==> src/rtl/debug_unit_if.sv <==
// Debug-unit bus: UART byte streams plus pipeline debug controls and observations.
// slave = debug_unit side, master = UART/pipeline side.
interface debug_unit_if #(
    parameter int INST_SZ = 32,
    parameter int PC_SZ   = 32,
    parameter int REG_SZ  = 5,
    parameter int NB_DATA = 8
);
    logic [NB_DATA-1:0] i_rx_data;
    logic               i_rx_done;
    logic [NB_DATA-1:0] o_tx_data;
    logic               o_tx_start;
    logic               i_tx_done;
    logic               o_write;
    logic [INST_SZ-1:0] o_instruction;
    logic               o_enable;
    logic [REG_SZ-1:0]  o_debug_addr;
    logic [PC_SZ-1:0]   i_pc;
    logic [INST_SZ-1:0] i_reg;
    logic [INST_SZ-1:0] i_mem;
    logic               i_halt;
    logic               o_busy;

    modport slave (
        input  i_rx_data, i_rx_done, i_tx_done, i_pc, i_reg, i_mem, i_halt,
        output o_tx_data, o_tx_start, o_write, o_instruction, o_enable, o_debug_addr, o_busy
    );

    modport master (
        output i_rx_data, i_rx_done, i_tx_done, i_pc, i_reg, i_mem, i_halt,
        input  o_tx_data, o_tx_start, o_write, o_instruction, o_enable, o_debug_addr, o_busy
    );
endinterface

==> src/rtl/debug_unit.sv <==
// Host-side pipeline debug controller: UART commands L/C/S/D load, run, step and dump state.
// Define DEBUG_UNIT_CHECKSUM_EN to append an XOR checksum byte after each dump.
module debug_unit #(
    parameter int INST_SZ     = 32,
    parameter int PC_SZ       = 32,
    parameter int REG_SZ      = 5,
    parameter int NB_DATA     = 8,
    parameter int RUN_TIMEOUT = 1000000
) (
    input logic         i_clk,
    input logic         i_reset,
    debug_unit_if.slave bus
);
    localparam int BYTES = INST_SZ / NB_DATA;
    localparam int BW    = (BYTES > 1) ? $clog2(BYTES) : 1;
    localparam int TW    = $clog2(RUN_TIMEOUT + 1);
    localparam int SW    = INST_SZ - NB_DATA;
    localparam logic [BW-1:0] LAST_BYTE = BW'(BYTES - 1);

    localparam logic [3:0] IDLE       = 4'd0;
    localparam logic [3:0] LOAD_CNT   = 4'd1;
    localparam logic [3:0] LOAD_BYTE  = 4'd2;
    localparam logic [3:0] LOAD_WRITE = 4'd3;
    localparam logic [3:0] RUN        = 4'd4;
    localparam logic [3:0] STEP       = 4'd5;
    localparam logic [3:0] DUMP_ADDR  = 4'd6;
    localparam logic [3:0] DUMP_SEND  = 4'd7;
    localparam logic [3:0] DUMP_WAIT  = 4'd8;
`ifdef DEBUG_UNIT_CHECKSUM_EN
    localparam logic [3:0] SUM_SEND   = 4'd9;
    localparam logic [3:0] SUM_WAIT   = 4'd10;
`endif

    localparam logic [1:0] PH_PC  = 2'd0;
    localparam logic [1:0] PH_REG = 2'd1;
    localparam logic [1:0] PH_MEM = 2'd2;

    logic [3:0]         state_q,    state_d;
    logic [NB_DATA-1:0] cnt_q,      cnt_d;
    logic [BW-1:0]      byte_q,     byte_d;
    logic [SW-1:0]      shift_q,    shift_d;
    logic [INST_SZ-1:0] instr_q,    instr_d;
    logic [INST_SZ-1:0] word_q,     word_d;
    logic [NB_DATA-1:0] tx_data_q,  tx_data_d;
    logic               tx_start_q, tx_start_d;
    logic [REG_SZ-1:0]  addr_q,     addr_d;
    logic [1:0]         phase_q,    phase_d;
    logic [TW-1:0]      timer_q,    timer_d;
`ifdef DEBUG_UNIT_CHECKSUM_EN
    logic [NB_DATA-1:0] csum_q,     csum_d;
`endif

    always_comb begin
        state_d    = state_q;
        cnt_d      = cnt_q;
        byte_d     = byte_q;
        shift_d    = shift_q;
        instr_d    = instr_q;
        word_d     = word_q;
        tx_data_d  = tx_data_q;
        tx_start_d = 1'b0;
        addr_d     = addr_q;
        phase_d    = phase_q;
        timer_d    = timer_q;
`ifdef DEBUG_UNIT_CHECKSUM_EN
        csum_d     = csum_q;
`endif
        case (state_q)
            IDLE: begin
                if (bus.i_rx_done) begin
                    phase_d = PH_PC;
                    timer_d = '0;
`ifdef DEBUG_UNIT_CHECKSUM_EN
                    csum_d  = '0;
`endif
                    if (bus.i_rx_data == NB_DATA'('h4C))      state_d = LOAD_CNT;
                    else if (bus.i_rx_data == NB_DATA'('h43)) state_d = RUN;
                    else if (bus.i_rx_data == NB_DATA'('h53)) state_d = STEP;
                    else if (bus.i_rx_data == NB_DATA'('h44)) state_d = DUMP_ADDR;
                end
            end
            LOAD_CNT: begin
                if (bus.i_rx_done) begin
                    if (bus.i_rx_data == '0) begin
                        state_d = IDLE;
                    end else begin
                        cnt_d   = bus.i_rx_data;
                        byte_d  = '0;
                        state_d = LOAD_BYTE;
                    end
                end
            end
            LOAD_BYTE: begin
                if (bus.i_rx_done) begin
                    if (byte_q == LAST_BYTE) begin
                        instr_d = {shift_q, bus.i_rx_data};
                        byte_d  = '0;
                        state_d = LOAD_WRITE;
                    end else begin
                        shift_d = {shift_q[SW-NB_DATA-1:0], bus.i_rx_data};
                        byte_d  = byte_q + 1'b1;
                    end
                end
            end
            LOAD_WRITE: begin
                cnt_d   = cnt_q - 1'b1;
                state_d = (cnt_q == NB_DATA'(1)) ? IDLE : LOAD_BYTE;
            end
            RUN: begin
                if (bus.i_halt || timer_q == TW'(RUN_TIMEOUT - 1)) begin
                    timer_d = '0;
                    state_d = DUMP_ADDR;
                end else begin
                    timer_d = timer_q + 1'b1;
                end
            end
            STEP: state_d = DUMP_ADDR;
            // o_debug_addr has been stable for this whole cycle; latch the word at its end.
            DUMP_ADDR: begin
                if (phase_q == PH_PC)       word_d = INST_SZ'(bus.i_pc);
                else if (phase_q == PH_REG) word_d = bus.i_reg;
                else                        word_d = bus.i_mem;
                byte_d  = '0;
                state_d = DUMP_SEND;
            end
            DUMP_SEND: begin
                tx_data_d  = word_q[INST_SZ-1 -: NB_DATA];
                tx_start_d = 1'b1;
                word_d     = word_q << NB_DATA;
`ifdef DEBUG_UNIT_CHECKSUM_EN
                csum_d     = csum_q ^ word_q[INST_SZ-1 -: NB_DATA];
`endif
                state_d    = DUMP_WAIT;
            end
            DUMP_WAIT: begin
                if (bus.i_tx_done) begin
                    if (byte_q != LAST_BYTE) begin
                        byte_d  = byte_q + 1'b1;
                        state_d = DUMP_SEND;
                    end else if (phase_q == PH_PC) begin
                        phase_d = PH_REG;
                        state_d = DUMP_ADDR;
                    end else begin
                        // The address wraps to 0 both into the memory phase and at dump end.
                        addr_d  = addr_q + 1'b1;
                        state_d = DUMP_ADDR;
                        if (addr_q == '1) begin
                            if (phase_q == PH_REG) begin
                                phase_d = PH_MEM;
                            end else begin
`ifdef DEBUG_UNIT_CHECKSUM_EN
                                state_d = SUM_SEND;
`else
                                state_d = IDLE;
`endif
                            end
                        end
                    end
                end
            end
`ifdef DEBUG_UNIT_CHECKSUM_EN
            SUM_SEND: begin
                tx_data_d  = csum_q;
                tx_start_d = 1'b1;
                state_d    = SUM_WAIT;
            end
            SUM_WAIT: if (bus.i_tx_done) state_d = IDLE;
`endif
            default: state_d = IDLE;
        endcase
    end

    always_ff @(posedge i_clk) begin
        if (i_reset) begin
            state_q    <= IDLE;
            cnt_q      <= '0;
            byte_q     <= '0;
            shift_q    <= '0;
            instr_q    <= '0;
            word_q     <= '0;
            tx_data_q  <= '0;
            tx_start_q <= 1'b0;
            addr_q     <= '0;
            phase_q    <= PH_PC;
            timer_q    <= '0;
`ifdef DEBUG_UNIT_CHECKSUM_EN
            csum_q     <= '0;
`endif
        end else begin
            state_q    <= state_d;
            cnt_q      <= cnt_d;
            byte_q     <= byte_d;
            shift_q    <= shift_d;
            instr_q    <= instr_d;
            word_q     <= word_d;
            tx_data_q  <= tx_data_d;
            tx_start_q <= tx_start_d;
            addr_q     <= addr_d;
            phase_q    <= phase_d;
            timer_q    <= timer_d;
`ifdef DEBUG_UNIT_CHECKSUM_EN
            csum_q     <= csum_d;
`endif
        end
    end

    assign bus.o_tx_data     = tx_data_q;
    assign bus.o_tx_start    = tx_start_q;
    assign bus.o_write       = (state_q == LOAD_WRITE);
    assign bus.o_instruction = instr_q;
    assign bus.o_enable      = ((state_q == RUN) || (state_q == STEP)) && !bus.i_halt;
    assign bus.o_debug_addr  = addr_q;
    assign bus.o_busy        = (state_q != IDLE);
endmodule

==> src/flat_wrapper.sv <==
// flat-port wrapper written by rule: the top's interface ports become plain ports
module debug_unit_flat 
#(
    parameter int INST_SZ     = 32,
    parameter int PC_SZ       = 32,
    parameter int REG_SZ      = 5,
    parameter int NB_DATA     = 8,
    parameter int RUN_TIMEOUT = 1000000
)
  (i_clk, i_reset, bus_i_rx_data, bus_i_rx_done, bus_i_tx_done, bus_i_pc, bus_i_reg, bus_i_mem, bus_i_halt, bus_o_tx_data, bus_o_tx_start, bus_o_write, bus_o_instruction, bus_o_enable, bus_o_debug_addr, bus_o_busy);
  debug_unit_if #(.INST_SZ(INST_SZ), .PC_SZ(PC_SZ), .REG_SZ(REG_SZ), .NB_DATA(NB_DATA)) bus_i ();
  input logic i_clk;
  input logic i_reset;
  input wire logic [$bits(bus_i.i_rx_data)-1:0] bus_i_rx_data;
  input wire logic [$bits(bus_i.i_rx_done)-1:0] bus_i_rx_done;
  input wire logic [$bits(bus_i.i_tx_done)-1:0] bus_i_tx_done;
  input wire logic [$bits(bus_i.i_pc)-1:0] bus_i_pc;
  input wire logic [$bits(bus_i.i_reg)-1:0] bus_i_reg;
  input wire logic [$bits(bus_i.i_mem)-1:0] bus_i_mem;
  input wire logic [$bits(bus_i.i_halt)-1:0] bus_i_halt;
  output wire logic [$bits(bus_i.o_tx_data)-1:0] bus_o_tx_data;
  output wire logic [$bits(bus_i.o_tx_start)-1:0] bus_o_tx_start;
  output wire logic [$bits(bus_i.o_write)-1:0] bus_o_write;
  output wire logic [$bits(bus_i.o_instruction)-1:0] bus_o_instruction;
  output wire logic [$bits(bus_i.o_enable)-1:0] bus_o_enable;
  output wire logic [$bits(bus_i.o_debug_addr)-1:0] bus_o_debug_addr;
  output wire logic [$bits(bus_i.o_busy)-1:0] bus_o_busy;
  assign bus_i.i_rx_data = bus_i_rx_data;
  assign bus_i.i_rx_done = bus_i_rx_done;
  assign bus_i.i_tx_done = bus_i_tx_done;
  assign bus_i.i_pc = bus_i_pc;
  assign bus_i.i_reg = bus_i_reg;
  assign bus_i.i_mem = bus_i_mem;
  assign bus_i.i_halt = bus_i_halt;
  assign bus_o_tx_data = bus_i.o_tx_data;
  assign bus_o_tx_start = bus_i.o_tx_start;
  assign bus_o_write = bus_i.o_write;
  assign bus_o_instruction = bus_i.o_instruction;
  assign bus_o_enable = bus_i.o_enable;
  assign bus_o_debug_addr = bus_i.o_debug_addr;
  assign bus_o_busy = bus_i.o_busy;
  debug_unit #(.INST_SZ(INST_SZ), .PC_SZ(PC_SZ), .REG_SZ(REG_SZ), .NB_DATA(NB_DATA), .RUN_TIMEOUT(RUN_TIMEOUT)) u_core (.i_clk(i_clk), .i_reset(i_reset), .bus(bus_i));
endmodule
==> config.mk <==
export PLATFORM = sky130hd
export DESIGN_NAME = debug_unit_flat
export DESIGN_NICKNAME = d
export VERILOG_FILES = /design/src/rtl/debug_unit_if.sv /design/src/rtl/debug_unit.sv /design/src/flat_wrapper.sv
export SDC_FILE = /design/constraint.sdc
export NUM_CORES = 1
export LEC_CHECK = 0
export BUFFER_PORTS_ARGS = -buffer_cell sky130_fd_sc_hd__buf_2
export CORE_ASPECT_RATIO = 0.9
export CORE_UTILIZATION = 54
export DETAILED_ROUTE_END_ITERATION = 10
export PLACE_DENSITY = 0.8
export SLEW_MARGIN = 20
export SYNTH_ARGS = -nofsm -noshare
export SYNTH_HDL_FRONTEND = slang
export SYNTH_SLANG_ARGS = --single-unit
==> constraint.sdc <==
create_clock -name i_clk -period 2.5 [get_ports i_clk]
set_input_delay 0.125 -clock i_clk [delete_from_list [all_inputs] [get_ports i_clk]]
set_output_delay 0.125 -clock i_clk [all_outputs]
set_load 0.05 [all_outputs]
== Yosys cells after proc, flatten, opt, wreduce, memory -nomap -nowiden ==
Cells that the tools add are included.
Word-level totals
  bits of input ports: 109
  flip-flop bits (word level): 138
  word-level logic and storage cells: 110
Operators by class
  add/subtract/negate cells: 4
  mux-type cells: 41
  reduce and logical (&&, ||, !) cells: 21
  eq/ne operators: 30
  bitwise operators: 3
Operator list (number)
  $mux 32: 2
  $pmux 32 s2: 1
  $mux 4: 13
  $mux 20: 2
  $pmux 20 s2: 1
  $pmux 4 s9: 1
  $eq 8x7->1 const B: 4
  $mux 2: 14
  $add 20x1->20 const B: 1
  $eq 20x20->1 const B: 1
  $eq 4x3->1 const B: 4
  $mux 8: 2
  $pmux 8 s2: 1
  $ne 2x2->1 const B: 7
  $reduce_and 6->1: 2
  $reduce_and 3->1: 3
  $eq 4x2->1 const B: 2
  $eq 8x1->1 const B: 1
  $logic_not 8->1: 1
  $pmux 2 s4: 1
  $reduce_bool 2->1: 4
  $reduce_bool 4->1: 2
  $sub 8x1->8 const B: 1
  $reduce_and 7->1: 1
  21 further kinds: 27

== Logic depth before layout (Yosys ltp) ==
Gate-level depths: netlist of the first run.
  depth in word-level cells: 7
  gate-level depth with buffers: 8
  gate-level depth less buffers: 8

== Worst setup path after synthesis of the first run ==
OpenSTA, ideal clock, no wires.
  kind: register to register
  from: register u_core.addr_q[0] (netlist: u_core.bus.o_debug_addr[0])
  to: register u_core.phase_q[1]
  period minus slack after synthesis: 2.014 ns
  data arrival time: 1.928 ns
  buffers on the path: 0
  setup time: 0.086 ns
  setup slack: 0.486 ns
  stages on the path, launching flop included: 9
  path through: dfxtp_1 -> ha_1 -> and3_1 -> ha_1 -> nor2b_1 -> nor4b_1 -> o21a_1 -> a21oi_1 -> a211oi_1
Between the ends
  cells in the longest elaborated chain, start to end: 3
Ends and longest elaborated chain
  from (decl): RTL line debug_unit.sv:46  | logic [REG_SZ-1:0] addr_q, addr_d;
  from (signal assigned): RTL line debug_unit.sv:198  | addr_q <= addr_d;
  $eq 5x5->1: RTL line debug_unit.sv:147  | if (addr_q == '1) begin
  $ne 3x1->1 (no line)
  $reduce_and 6->1 (no line)
  to (signal assigned): RTL line debug_unit.sv:199  | phase_q <= phase_d;
  to (decl): RTL line debug_unit.sv:47  | logic [1:0] phase_q, phase_d;
No other way between the ends.
A chain may end at the register's enable or synchronous reset.

== Worst setup path in the final report of the first run ==
  from: register u_core.state_q[1]
  to: register u_core.word_q[5]
Between the ends
  cells in the longest elaborated chain, start to end: 2
  elaborated cells between the ends (all ways): 4
  classes of those cells: 2 x eq/ne; 1 x mux; 1 x reduce/logical
Ends and longest elaborated chain
  from (decl): RTL line debug_unit.sv:38  | logic [3:0] state_q, state_d;
  from (signal assigned): RTL line debug_unit.sv:190  | state_q <= state_d;
  $eq 4x3->1: RTL line debug_unit.sv:68  | case (state_q)
  $pmux 32 s2 or $reduce_bool 2->1 (tied branches)
  to (signal assigned): RTL line debug_unit.sv:195  | word_q <= word_d;
  to (decl): RTL line debug_unit.sv:43  | logic [INST_SZ-1:0] word_q, word_d;
Parallel ways exist; a longest one is shown, timed or not.

==> results of run 1 <==
==> worst paths after layout <==
check,end,from,depth (start not counted),slack [ns]
hold reg to reg,u_core.bus.o_instruction[4],u_core.bus.o_instruction[4],2,0.45
hold / removal,u_core.bus.o_instruction[5],bus_i_rx_data[5],3,0.01
setup / recovery,u_core.word_q[5],u_core.state_q[1],5,0.37
setup reg to reg,u_core.word_q[5],u_core.state_q[1],5,0.37
==> placed cells by master (no fill, tap or decap), types with 3 or more instances in the layout <==
master / synthesis / routed
nor2_1: 73 / 72
a21o_1: 8 / 8
nor2b_1: 4 / 4
nand2b_1: 5 / 5
buf_4: 0 / 12
clkinvlp_4: 0 / 3
mux2i_1: 60 / 60
a22o_1: 4 / 4
buf_2: 16 / 156
inv_6: 0 / 9
clkbuf_16: 0 / 17
nand4_1: 7 / 7
ha_1: 6 / 6
nand3_1: 18 / 18
o21ai_0: 40 / 40
dfxtp_1: 138 / 136
xor2_1: 9 / 9
nor3_1: 7 / 7
a21oi_1: 89 / 89
a31oi_1: 10 / 10
a22oi_1: 10 / 10
and4_1: 3 / 3
nand2_1: 189 / 189
o21ai_1: 3 / 3
inv_1: 9 / 9
xnor2_1: 4 / 4
a211oi_1: 28 / 28
nor4_1: 4 / 4
==> kinds of logic (layout without fill, tap and decap cells) <==
logic type               after synthesis  in the layout  share of synthesized area
AO/OA/AOI/OAI                        210            210                      0.193
XOR/XNOR                              13             13                     0.0171
adder cells (fa/ha/maj)                6              6                     0.0113
buffers and inverters                 67            214                     0.0419
flip-flops                           138            138                      0.415
multiplexers                          60             60                     0.0902
AND/OR/NAND/NOR                      338            338                      0.232
==> registers in the layout (all words and copies together), names as in the netlist <==
name,flops
u_core.bus.o_debug_addr,5
u_core.bus.o_instruction,32
u_core.bus.o_tx_data,8
u_core.bus.o_tx_start,1
u_core.byte_q,2
u_core.cnt_q,8
u_core.phase_q,2
u_core.shift_q,24
u_core.state_q,4
u_core.timer_q,20
u_core.word_q,32
==> where the power goes <==
part           internal [W]  total, W  switching, W
Clock               0.00140   0.00245       0.00104
Combinational      0.000107  0.000237      0.000130
Sequential          0.00220   0.00220    0.00000426
Total               0.00371   0.00489       0.00118
==> metrics by stage <==
| stage | utilization | setup WS (ns) | area, um^2 |
|---|---|---|---|
| floorplan | - | 0.486 | 6660 |
| global placement | 0.625 | 0.451 | 7510 |
| detailed placement | 0.625 | 0.409 | 7510 |
| CTS | 0.674 | 0.341 | 8110 |
| global route | 0.674 | 0.130 | 8110 |
| finish | 0.674 | 0.366 | 8110 |
==> layer usage <==
metal	share of wire	up-vias	wire length (um)
met1	0.47	2829	7280
met2	0.48	156	7430
met5	0	-	0
met4	0.0097	0	151
li1	-	3180	-
met3	0.044	20	687
==> Yosys cell counts, types with 2 or more instances <==
| cell | number | share of area |
|---|---|---|
| o21ai_1 | 3 | 0.0023 |
| nor3_1 | 7 | 0.0053 |
| nor2b_1 | 4 | 0.0038 |
| or4b_4 | 2 | 0.0041 |
| and3_1 | 2 | 0.0019 |
| or3_1 | 2 | 0.0019 |
| nand3_1 | 18 | 0.014 |
| inv_1 | 9 | 0.0051 |
| and2_1 | 2 | 0.0019 |
| ha_1 | 6 | 0.011 |
| a311o_1 | 2 | 0.0030 |
| nor2_1 | 73 | 0.041 |
| or4b_1 | 2 | 0.0030 |
| and4_1 | 3 | 0.0039 |
| mux2i_1 | 60 | 0.090 |
| nand4_1 | 7 | 0.0066 |
| a211oi_1 | 28 | 0.032 |
| a31oi_1 | 10 | 0.0094 |
| nor4b_2 | 2 | 0.0045 |
| xnor2_1 | 4 | 0.0053 |
| a21oi_1 | 89 | 0.067 |
| or2_2 | 2 | 0.0019 |
| nand2b_1 | 5 | 0.0047 |
| a21o_1 | 8 | 0.0090 |
| a22o_1 | 4 | 0.0053 |
| buf_1 | 2 | 0.0011 |
| o21a_1 | 2 | 0.0023 |
| nand3b_1 | 2 | 0.0023 |
| clkbuf_1 | 37 | 0.021 |
| a22oi_1 | 10 | 0.011 |
| buf_2 | 16 | 0.012 |
| nor4_1 | 4 | 0.0038 |
| nor4b_1 | 2 | 0.0026 |
| o211ai_1 | 2 | 0.0023 |
| nor3b_1 | 2 | 0.0023 |
| o21ai_0 | 40 | 0.030 |
| dfxtp_1 | 138 | 0.42 |
| xor2_1 | 9 | 0.012 |
| nand2_1 | 189 | 0.11 |
==> cell type report <==
cell class	instances	area share
multi-input cells	627	0.446
flip-flops and latches	138	0.341
repair buffers	171	0.112
clock buffers	17	0.0524
well taps	160	0.0247
clock inverters	15	0.0187
inverters	11	0.00509
==> worst max-delay path, cell delays in order (launching register included) <==
cell and delay, ns:
dfxtp_1 0.64, nor2b_1 0.28, nand2_1 0.28, nor2_1 0.58
a22oi_1 0.16, nor2_1 0.11
==> results by group, run 1 <==
Final layout
  • Final Instance Count excl. Fillers: approximately 1100
  • Share of cells above drive strength 1: 0.225
  • Sequential cell area: approximately 2800 um^2
  • Syn-to-layout area delta: 21.9%
  • Fill count: between 1000 and 1500
  • Nets@finish: ~1100
  • Area of the multi-input gates: between 3000 and 4000 um^2
  • Number of diodes: 0

Die
  • # IOs: about 160
  • Die Area: 12800 um^2
  • Core box area: about 12000 um^2
  • Std-Cell Rows: 38
  • Starting Density: 0.553
  • Die extent in x: 119 um
  • Die Height: 107 um

GRT
  • Met3 Use GR: 0.0572
  • Total grt overflow: 0
  • Met2 Track Usage GR: 0.410
  • Met1 usage: 0.326
  • Vias in the first global route: roughly 5600
  • Initial antenna violation count: 0
  • Largest net degree at the start of global routing: 77
  • First-pass GRT wire length: 25.8 mm
  • Tot GR Track Use: 0.250
  • Gr busiest metal: met2

Clock tree
  • Bufs on Longest Clock Path: 2
  • Clk Latency, worst-skew pair: 0.42 ns
  • Root Driver: clkbuf_16
  • Post-CTS Resized: 0
  • CTS tree: built
  • Clk slew on worst S/H paths: about 0.060 ns
  • CTS Hold Bufs: 2
  • CTS H-Tree Depth: 4
  • Clock sinks: roughly 140
  • CTS Buf Count: 17
  • Setup Buffers After CTS: 0

Power
  • Worst vdd ir: between 0.0004 and 0.0005 V
  • Final total power: 0.00489 W
  • Leak pwr: between 3 and 4 nW
  • Pwr dens: 602 nW/um^2

Min path
  • Hold Crit Class: in -> reg

Timing
  • Least-Margin Pin Slew: between 0.6 and 0.7 ns
  • Slew headroom: 0.542
  • Crit path time final: between 2 and 2.5 ns
  • Slew Viols, Final: 0
  • Final Hold Fails: 0
  • Setup Viol. Count Final: 0
  • Fmax: between 0.4 and 0.5 GHz
  • Setup Skew: around 0.0055 ns
  • RSZ-0062 raised after global routing: no
  • Minimum hold slack: 0.0143 ns
  • Setup TNS: 0 ns
  • Final Cycle Share: 0.854

Yosys
  • Post-synth EDFFs: 0
  • #FFs+latches synth: 138
  • Synth Flop Type: dfxtp_1
  • Async SR Flop Fraction: 0
  • Cells after synthesis: around 830
  • Post-Syn Nets: between 900 and 1000
  • Mapped Area: roughly 6700 um^2
  • Synth warn: 0
  • Mean Syn Cell Area: 8.00 um^2
  • Synth unique cells: 62
  • Share of the yosys chip area belonging to registers: 0.415

Setup path
  • CP endpoint kind: flop
  • Crit Path Max Fanout: 16
  • Critical setup path kind: reg -> reg
  • CP Launch Type: flop
  • WP data required: roughly 2.9 ns
  • WP data arrival: ~2.5 ns

Placement
  • Final Wtd Congestion: about 0.84
  • Dpl hpwl: 10.4 mm
  • IO Port Bufs: roughly 160
  • Cells after DPL: ~1100

Detailed routing
  • DRC Markers: 0
  • ANT nets after route: 0
  • DRT Pass-1 Iters: 5
  • Detailed Route Iter0 Violations: around 500
  • Vias: slightly above 6000
  • Routed wire length per instance: between 10 and 15 um
  • Number of vias per cell: roughly 5.4
  • Total detailed-routing wirelength: ~16 mm

Flow run
  • Max-cap violation count: 0

Status
  • Status: complete, no violations
Power figures use the tool's default switching activity.
==> run 2: changes to the inputs <==
--- a/config.mk
+++ b/config.mk
@@ -9,7 +9,9 @@
 export CORE_ASPECT_RATIO = 0.9
 export CORE_UTILIZATION = 54
 export DETAILED_ROUTE_END_ITERATION = 10
+export HOLD_SLACK_MARGIN = 0.05
 export PLACE_DENSITY = 0.8
+export SETUP_SLACK_MARGIN = 0.3
 export SLEW_MARGIN = 20
 export SYNTH_ARGS = -nofsm -noshare
 export SYNTH_HDL_FRONTEND = slang
==> results by group, run 2 (synthesis results as in run 1) <==
Min path
  • Hold Crit Class: in -> reg
  • Hold path startpoint: bus_i_mem[2]
  • Hold worst-path end: u_core.word_q[2]
  • Hold Path Depth: 5 (+2)

GRT
  • Total grt overflow: 0 (unchanged)
  • First-pass GRT wire length: 26.2 mm (+1.5%)
  • Tot GR Track Use: 0.254 (+0.00359)
  • Initial antenna violation count: 0 (unchanged)
  • Vias in the first global route: 5735 (+1.8%)
  • Largest net degree at the start of global routing: 77 (unchanged)

Timing
  • Final Cycle Share: 0.820 (-0.0336)
  • Setup Viol. Count Final: 0 (unchanged)
  • Least-Margin Pin Slew: 0.693 ns (+0.00653 ns)
  • Slew Viols, Final: 0 (unchanged)
  • Fmax: 0.488 GHz (+4.1%)
  • Slew headroom: 0.537 (-0.00440)
  • RSZ-0062 raised after global routing: no
  • Final Hold Fails: 0 (unchanged)
  • Setup Skew: 0.00674 ns (+0.00122 ns)
  • Crit path time final: 2.05 ns (-0.0840 ns)
  • Setup TNS: 0 ns (unchanged)

Power
  • Seq pwr share: 0.450 (about the same)
  • Pwr dens: 598 nW/um^2 (-0.70%)
  • Worst vdd ir: 0.000436 V (-0.18%)
  • Combinational Power Share: 0.050 (+0.002)
  • Leak pwr: 3.22 nW (+0.84%)
  • Net Sw Power: 0.00118 W (+0.37%)
  • Sw frac: 0.241 (+0.000369)
  • Final total power: 0.00490 W (+0.22%)
  • Clk pwr share: 0.500 (about the same)
  • Int Pwr: 0.00372 W (+0.17%)

Die
  • Core box area: 12000 um^2 (unchanged)
  • # IOs: 158 (unchanged)
  • Starting Density: 0.553 (unchanged)
  • Std-Cell Rows: 38 (unchanged)
  • Die Height: 107 um (unchanged)
  • Die extent in x: 119 um (unchanged)
  • Die Area: 12800 um^2 (unchanged)

Setup path
  • Worst path slowest cell: dlygate4sd3_1
  • Worst r2r src: u_core.timer_q[7]
  • Critical Path Max Stage Delay: 0.55 ns (-0.09 ns)
  • Worst R2R End: u_core.timer_q[10]
  • Critical setup path kind: in -> reg
  • Crit path launch: bus_i_rx_data[0]
  • Buffers & Inverters on Critical Path: 2 (+2)
  • CP endpoint kind: flop
  • Crit Path Max Fanout: 7 (-9)
  • CP Launch Type: input port
  • WP data required: 2.81 ns (-0.04 ns)
  • Crit-path leading delay family: compound AO/OA/AOI/OAI gates
  • Setup slack, reg-to-reg: 0.46 ns (+0.09 ns)
  • Worst reg2reg path depth: 6 (+1)
  • Critical Path, Cell by Cell: dlygate4sd3_1, buf_2, nor4b_2, o21ai_1, a221oi_1, nor2_1, o311a_1
  • WP data arrival: 2.36 ns (-0.13 ns)

Detailed routing
  • DRT Pass-1 Iters: 6 (+1)
  • Total detailed-routing wirelength: 15.8 mm (+1.8%)
  • Routed wire length per instance: 13.8 um (+1.3%)
  • DRC Markers: 0 (unchanged)
  • Vias: 6250 (+1.1%)
  • ANT nets after route: 0 (unchanged)
  • Detailed Route Iter0 Violations: 559 (+11%)
  • Number of vias per cell: 5.46 (+0.52%)

Final layout
  • Most common cell after layout, fill and taps aside: nand2_1
  • Share of cells above drive strength 1: 0.227 (+0.00269)
  • Nets@finish: 1087 (+0.56%)
  • Syn-to-layout area delta: 23.0%
  • Post-layout util: 0.681 (+0.00624)
  • Area of the multi-input gates: 3630 um^2 (+0.31%)
  • Most frequent cells in the layout: 189 x nand2_1, 156 x buf_2, 133 x dfxtp_1, 89 x a21oi_1, 71 x nor2_1
  • Number of diodes: 0 (unchanged)
  • Final Instance Count excl. Fillers: 1145 (+0.53%)
  • Sequential cell area: 2770 um^2 (+0.14%)
  • Fill count: 988 (-1.9%)

Clock tree
  • Setup Buffers After CTS: 0 (unchanged)
  • Clk Latency, worst-skew pair: 0.42 ns (about the same)
  • Clk slew on worst S/H paths: 0.06 ns (about the same)
  • CTS H-Tree Depth: 4 (unchanged)
  • CTS Buf Count: 17 (unchanged)
  • CTS tree: built
  • Root Driver: clkbuf_16
  • Clock sinks: 138 (unchanged)
  • Bufs on Longest Clock Path: 2 (unchanged)

Placement
  • Dpl hpwl: 10.4 mm (unchanged)
  • Final Wtd Congestion: 0.842 (unchanged)
  • Cells after DPL: 1105 (unchanged)
  • IO Port Bufs: 157 (unchanged)

Flow run
  • Max-cap violation count: 0 (unchanged)

Status
  • Status: complete, no violations
## run 2: power groups by stage
stage,Sequential [W],Combinational [W],Clock [W]
after CTS,0.00220,0.000244,0.00247
after floorplan,0.00225,0.000111,0
after global placement,0.00225,0.000230,0
after global routing,0.00220,0.000269,0.00257
after detailed placement,0.00225,0.000233,0
final,0.00221,0.000245,0.00245
## run 2: what timing repair did
| item | CTS | global route |
|---|---|---|
| endpoints found under the hold margin | 16 | 0 |
| gates resized for setup | 0 | 5 |
| setup endpoints to repair | 0 | 14 |
| hold buffers | 8 | 0 |
## run 2: how the worst max path moves through the flow
stage,endpoint,slack (ns),cells after the start
final,u_core.state_q[1],0.45,7
after global routing,u_core.shift_q[23],0.29,6
after CTS,u_core.word_q[5],0.34,5
after detailed placement,u_core.word_q[0],0.41,5
after global placement,u_core.word_q[4],0.45,5
after floorplan,u_core.phase_q[1],0.49,8
## run 2: per-layer routing
layer,global-route usage,share of wire
met3,0.0572,0.049
met2,0.421,0.48
met4,0.0850,0.012
met1,0.326,0.46
met5,0,0
## run 2: area by class of cell
cell class	count	share of cell area
flip-flops and latches	138	0.338
well taps	160	0.0245
clock inverters	15	0.0185
clock buffers	17	0.0520
repair buffers	177	0.119
multi-input cells	627	0.443
inverters	11	0.00504
## run 2: stage by stage
| stage | setup slack, ns | hold slack (ns) | area, um^2 |
|---|---|---|---|
| 2_1_floorplan | 0.486 | 0.261 | 6660 |
| 3_3_place_gp | 0.451 | 0.426 | 7510 |
| 3_5_place_dp | 0.409 | 0.432 | 7510 |
| 4_1_cts | 0.341 | 0.0534 | 8170 |
| 5_1_grt | 0.292 | 0.107 | 8190 |
| 6_report | 0.449 | 0.0590 | 8190 |
## run 2: worst register-to-register path, stage by stage, from the launching register on
cell	delay (ns)
dfxtp_1	0.37
or4b_4	0.56
nor4_4	0.42
a211oi_4	0.10
buf_4	0.22
a31oi_1	0.19
a31oi_1	0.06
